$ cat config.mk
export PLATFORM = sky130hd
export DESIGN_NAME = switch_debounce_trigger
export DESIGN_NICKNAME = d
export VERILOG_FILES = /design/src/rtl/switch_debounce_trigger_pkg.sv /design/src/rtl/switch_debounce_trigger_sync_ff.sv /design/src/rtl/switch_debounce_trigger.sv
export SDC_FILE = /design/constraint.sdc
export NUM_CORES = 1
export LEC_CHECK = 0
export BUFFER_PORTS_ARGS = -buffer_cell sky130_fd_sc_hd__buf_2
export CORE_MARGIN = 4
export CORE_UTILIZATION = 45
export DETAILED_ROUTE_END_ITERATION = 6
export GPL_TIMING_DRIVEN = 0
export PLACE_DENSITY = 0.66
export SLEW_MARGIN = 10
export SYNTH_ARGS = -nofsm -noshare
export SYNTH_HDL_FRONTEND = slang
export SYNTH_SLANG_ARGS = --single-unit
export TNS_END_PERCENT = 100
$ cat constraint.sdc
create_clock -name clk -period 2.6 [get_ports clk]
set_input_delay 0.52 -clock clk [delete_from_list [all_inputs] [get_ports clk]]
set_output_delay 0.52 -clock clk [all_outputs]
set_load 0.02 [all_outputs]
$ cat src/rtl/switch_debounce_trigger_pkg.sv
// Shared types for the switch debounce front end: FSM state encoding and reset helper.
package switch_debounce_trigger_pkg;

  // 2-bit encoding kept stable so downstream counter/encoder benches can decode it.
  typedef enum logic [1:0] {
    ST_LOW  = 2'b00,
    ST_L2H  = 2'b01,
    ST_HIGH = 2'b10,
    ST_H2L  = 2'b11
  } state_e;

  // Stable state matching the level assumed at reset.
  function automatic state_e reset_state(input logic level);
    return level ? ST_HIGH : ST_LOW;
  endfunction

endpackage

$ cat src/rtl/switch_debounce_trigger_sync_ff.sv
// Multi-flop synchroniser for the asynchronous switch input; flops reset to RESET_LEVEL.
module switch_debounce_trigger_sync_ff #(
  parameter int unsigned STAGES      = 2,
  parameter logic        RESET_LEVEL = 1'b0
) (
  input  logic clk,
  input  logic reset,
  input  logic d,
  output logic q
);

  logic [STAGES-1:0] ff;

  // Shift the raw level through the chain; the oldest flop is the synchronised output.
  always_ff @(posedge clk) begin
    if (reset) begin
      ff <= {STAGES{RESET_LEVEL}};
    end else begin
      ff <= {ff[STAGES-2:0], d};
    end
  end

  assign q = ff[STAGES-1];

endmodule

$ cat src/rtl/switch_debounce_trigger.sv
// Switch conditioner: synchronise, debounce with a stability-count FSM, and pulse
// trigger for one cycle on every confirmed 1->0 of the debounced level.
// Optional macro SWITCH_DEBOUNCE_RISE_EN adds trigger_rise, pulsing on confirmed 0->1.
module switch_debounce_trigger
  import switch_debounce_trigger_pkg::*;
#(
  parameter int unsigned DEBOUNCE_CYCLES = 500000,
  parameter int unsigned SYNC_STAGES     = 2,
  parameter logic        RESET_LEVEL     = 1'b0
) (
  input  logic clk,
  input  logic reset,
  input  logic sliding_switch,
  output logic switch_level,
  output logic trigger
`ifdef SWITCH_DEBOUNCE_RISE_EN
  ,
  output logic trigger_rise
`endif
);

  localparam int unsigned    CNT_W    = $clog2(DEBOUNCE_CYCLES);
  localparam logic [CNT_W-1:0] CNT_ONE  = CNT_W'(1);
  localparam logic [CNT_W-1:0] CNT_LAST = CNT_W'(DEBOUNCE_CYCLES - 1);

  logic             sync;
  state_e           state_q, state_d;
  logic [CNT_W-1:0] cnt_q, cnt_d;
  logic             level_d;
  logic             trigger_d;
`ifdef SWITCH_DEBOUNCE_RISE_EN
  logic             rise_d;
`endif

  switch_debounce_trigger_sync_ff #(
    .STAGES      (SYNC_STAGES),
    .RESET_LEVEL (RESET_LEVEL)
  ) u_sync (
    .clk   (clk),
    .reset (reset),
    .d     (sliding_switch),
    .q     (sync)
  );

  // State, stability counter and output registers.
  always_ff @(posedge clk) begin
    if (reset) begin
      state_q      <= reset_state(RESET_LEVEL);
      cnt_q        <= '0;
      switch_level <= RESET_LEVEL;
      trigger      <= 1'b0;
`ifdef SWITCH_DEBOUNCE_RISE_EN
      trigger_rise <= 1'b0;
`endif
    end else begin
      state_q      <= state_d;
      cnt_q        <= cnt_d;
      switch_level <= level_d;
      trigger      <= trigger_d;
`ifdef SWITCH_DEBOUNCE_RISE_EN
      trigger_rise <= rise_d;
`endif
    end
  end

  // Next state: any sample disagreeing with the pending level restarts the window.
  always_comb begin
    state_d   = state_q;
    cnt_d     = '0;
    level_d   = switch_level;
    trigger_d = 1'b0;
`ifdef SWITCH_DEBOUNCE_RISE_EN
    rise_d    = 1'b0;
`endif
    unique case (state_q)
      ST_LOW: begin
        if (sync) begin
          state_d = ST_L2H;
          cnt_d   = CNT_ONE;
        end
      end
      ST_L2H: begin
        if (!sync) begin
          state_d = ST_LOW;
        end else if (cnt_q == CNT_LAST) begin
          state_d = ST_HIGH;
          level_d = 1'b1;
`ifdef SWITCH_DEBOUNCE_RISE_EN
          rise_d  = 1'b1;
`endif
        end else begin
          cnt_d = cnt_q + CNT_ONE;
        end
      end
      ST_HIGH: begin
        if (!sync) begin
          state_d = ST_H2L;
          cnt_d   = CNT_ONE;
        end
      end
      ST_H2L: begin
        if (sync) begin
          state_d = ST_HIGH;
        end else if (cnt_q == CNT_LAST) begin
          state_d   = ST_LOW;
          level_d   = 1'b0;
          trigger_d = 1'b1;
        end else begin
          cnt_d = cnt_q + CNT_ONE;
        end
      end
      default: begin
        state_d = reset_state(RESET_LEVEL);
      end
    endcase
  end

endmodule

==> impl_summary.md <==
Synth
The cell count after synthesis is 126. The net count after synthesis is 130. The count of flip-flops with a built-in enable after synthesis is 0.

The most common flop cell mapped by yosys is sky130_fd_sc_hd__dfxtp_1. sky130_fd_sc_hd__dfxtp_1 is the most common cell in the netlist. Yosys printed 0 warnings.

The synthesis-stage register bit count is 25. Each instance of the synthesized netlist takes up on average 9.14 um^2. Sorting the synthesized cells by how often they occur yields sky130_fd_sc_hd__dfxtp_1 (25), sky130_fd_sc_hd__nor2_1 (15), sky130_fd_sc_hd__inv_1 (9).

By area the synthesized netlist is led by sky130_fd_sc_hd__dfxtp_1 (43%), sky130_fd_sc_hd__xnor2_1 (5.3%), sky130_fd_sc_hd__nor2_1 (4.9%). The share of the synthesized area in the top cell type is a little over two fifths. The sequential-to-total area share from yosys stat is 43.5%. The fraction of synthesis flops using an asynchronous set or reset pin is 0%.

The post-synthesis cell type with the largest combined area is sky130_fd_sc_hd__dfxtp_1. Yosys mapped the design onto 37 distinct sky130hd cell types. In this run the cell area of the synthesized design comes to 0.00115 mm^2.

STA
The post-route minimum period is 1.96 ns. The total count of hold-check failures in the final report is 0. The relative slew slack is roughly three fifths. Setup repair after global routing left no endpoint under its margin. The count of endpoints failing setup in the final report is 0. The count of final max-slew check failures is 0. The worst-case clock skew is between 0.01 and 0.015 ns. The highest attainable clock frequency is ~500 MHz. After layout, the worst path uses roughly three quarters of the clock period. At the pin with the least slew margin, the transition time is between 0.5 and 0.6 ns.

Adding up every negative setup slack in the final design gives 0 ns. The worst-case hold slack is between 0.4 and 0.5 ns.

Worst setup path
The kind of cell with the highest combined delay along the critical path is simple AND/OR/NAND/NOR gates. The critical path capture point type is a register. The number of buffers and inverters on the critical path is 2. In this run the number of cells on the critical path is 7.

The critical path goes through ha_1 -> nand4_2 -> nor4_4 -> a211o_1 -> buf_6 -> buf_8 -> nor2_1. The slowest cell on the critical path is sky130_fd_sc_hd__nor4_4. The type of element launching the critical path is a register.

The arrival time of data at the critical path endpoint is around 2.2 ns. The number of cells on the worst reg-to-reg path is 7. For this run, the slowest stage of the critical path takes roughly 0.47 ns.

The worst setup path is of the register to register kind. Data on the critical path is required at its endpoint by roughly 2.8 ns. The highest net fanout along the worst path is 10.

Clock network
For the worst-skew pair, the clock arrives at the later sink with an insertion delay of ~0.32 ns. CTS built an H-tree with a depth of 1. Clock-pin slew was measured on the worst setup and hold paths at between 0.1 and 0.15 ns. The clock tree from TritonCTS is yes. The cell at the root of the clock tree is sky130_fd_sc_hd__clkbuf_4. Post-CTS timing repair inserted 0 buffers for setup. The number of gates resized after CTS was 0.

The clock passes through at most 2 buffers. Counting the buffers created by CTS gives 3. The number of clock sinks seen by CTS is 25. After clock tree synthesis, the flow added hold-fix buffers numbering 0.

Pwr
For this design the static power due to leakage is 0.000400 uW. The power per unit of standard cell area is between 400 and 500 mW/mm^2. The worst vdd rail ir drop is 0.000302 V.

Hold path
The path class of the tightest hold or removal check is input pin to register. The count of cells along the worst hold path is 2.

Global route
The first global-routing pass estimated approximately 3800 um of wire. Entering global routing, the biggest net connects 15 pins. Global routing used about 14% of the available tracks across all layers.

Global routing used 23.1% of the available met2 tracks. After global routing, the most crowded layer is met2. The global routing usage on met1 is 18.9%.

The initial antenna violation count is 0. For this run, global-route usage on met3 was measured as about 2.0%. The final global-route overflow total is 0. The via count of the first global-routing pass was 839.

Placed design
The placer congestion estimate is 0.842. The HPWL reported at the end of detailed placement is 1520 um. The count of buffers added on input and output ports is 4.

Route
The DRC marker count from the first detailed-route iteration is 15. For this run, design rule violations remaining after detail routing come to 0. The via count normalized by instance count is about 5.5.

In the final routed layout, each cell accounts on average for between 10 and 15 um. For this block, the routed nets add up to between 2000 and 2500 um of wire. The via total after detailed routing is ~900. The first TritonRoute pass finished after 4 iterations. The count of antenna-violating nets left after detailed routing is 0.

Flow run
The number of max-cap violations is 0.

Die
Measured along the x axis, the die boundary spans slightly below 60 um. The initial utilization of the core area, before any placement, comes to between 40% and 50%. In this run the core area contains 18 standard-cell rows. The die outline area is between 0.003 and 0.004 mm^2. The area of the core is 0.00245 mm^2.

The die height is ~60 um. During I/O placement, the number of pins put on the boundary was 5.

Status
The run finished with clean final reports.

Final layout
From synthesis to final layout, the design area changed by 7.39%. After the last flow step, the layout net total stands at roughly 140. Cells with a size suffix above 1 make up between 10% and 20% of the layout. 0 antenna diodes ended up in the layout.
## cell type report
class                      count  area (um^2)
buffer                         4         35.0
clock buffer                   3         22.5
clock inverter                 1         5.00
fill                         238         1220
inverter                       9         33.8
multi-input combinational     88          582
sequential                    25          500
tap                           30         37.5
timing repair buffer           4         20.0
## routing by layer
layer | part of all wire (%) | vias up | wire length [um]
li1 | - | 463 | -
met1 | 47 | 428 | 980
met2 | 50 | 5 | 1030
met3 | 1.9 | 2 | 39
met4 | 0.73 | 0 | 15
met5 | 0 | - | 0
## per-stage QoR
stage	power [uW]	cells	setup WS, ns	instance area [um^2]	util, %
floorplan	407	126	0.918	1150	-
global placement	412	160	0.695	1210	49.2
detailed placement	412	160	0.636	1210	49.2
CTS	585	164	0.620	1240	50.4
global route	603	164	0.461	1240	50.4
finish	575	164	0.640	1240	50.4
## worst paths after layout
check / slack (ns) / from / to
hold reg to reg: 0.46 / u_sync.ff[0] / u_sync.ff[1]
hold / removal: 0.42 / sliding_switch / u_sync.ff[0]
setup reg to reg: 0.64 / cnt_q[0] / cnt_q[7]
setup / recovery: 0.64 / cnt_q[0] / cnt_q[7]
## where the power goes
group	leakage, uW	switching (uW)	internal, uW
sequential	0.000202	2.52	387
combinational	0.000180	7.83	6.62
clock	0.0000177	114	57.5
total	0.000400	124	451
## cell families (layout without fill, tap and decap cells)
| kind of cell | after synthesis | after routing | synth area share [%] |
|---|---|---|---|
| xor+xnor | 13 | 13 | 9.89 |
| simple gates | 56 | 56 | 29.2 |
| flops | 25 | 25 | 43.5 |
| fa+ha+maj | 1 | 1 | 1.09 |
| compound gates | 18 | 18 | 10.3 |
| buf+inv | 13 | 21 | 5.98 |
## placed cells by master (no fill, tap or decap), types with 2 or more instances in the layout
cell,n
sky130_fd_sc_hd__xnor2_1,7
sky130_fd_sc_hd__clkbuf_4,3
sky130_fd_sc_hd__a21oi_1,6
sky130_fd_sc_hd__nand2_1,3
sky130_fd_sc_hd__nor2b_1,4
sky130_fd_sc_hd__buf_2,5
sky130_fd_sc_hd__a31o_2,4
sky130_fd_sc_hd__nor3_1,2
sky130_fd_sc_hd__a31oi_1,2
sky130_fd_sc_hd__nor4_1,3
sky130_fd_sc_hd__nand3_1,8
sky130_fd_sc_hd__inv_1,9
sky130_fd_sc_hd__nor2_1,15
sky130_fd_sc_hd__o21ai_0,2
sky130_fd_sc_hd__xor2_1,6
sky130_fd_sc_hd__dfxtp_1,25
sky130_fd_sc_hd__nand4_2,2
sky130_fd_sc_hd__nand4_1,7
## sequential cells by signal, indices dropped and copies added (netlist names), named ones only
register / count
cnt_q: 19
state_q: 1
u_sync.ff: 2
switch_level: 1
trigger: 1
## worst register-to-register path: stages, from the launching register on
cell,delay (ns)
sky130_fd_sc_hd__dfxtp_1,0.42
sky130_fd_sc_hd__ha_1,0.26
sky130_fd_sc_hd__nand4_2,0.18
sky130_fd_sc_hd__nor4_4,0.47
sky130_fd_sc_hd__a211o_1,0.22
sky130_fd_sc_hd__buf_6,0.14
sky130_fd_sc_hd__buf_8,0.14
sky130_fd_sc_hd__nor2_1,0.05
Note: power is estimated with default switching activity, not from simulation.
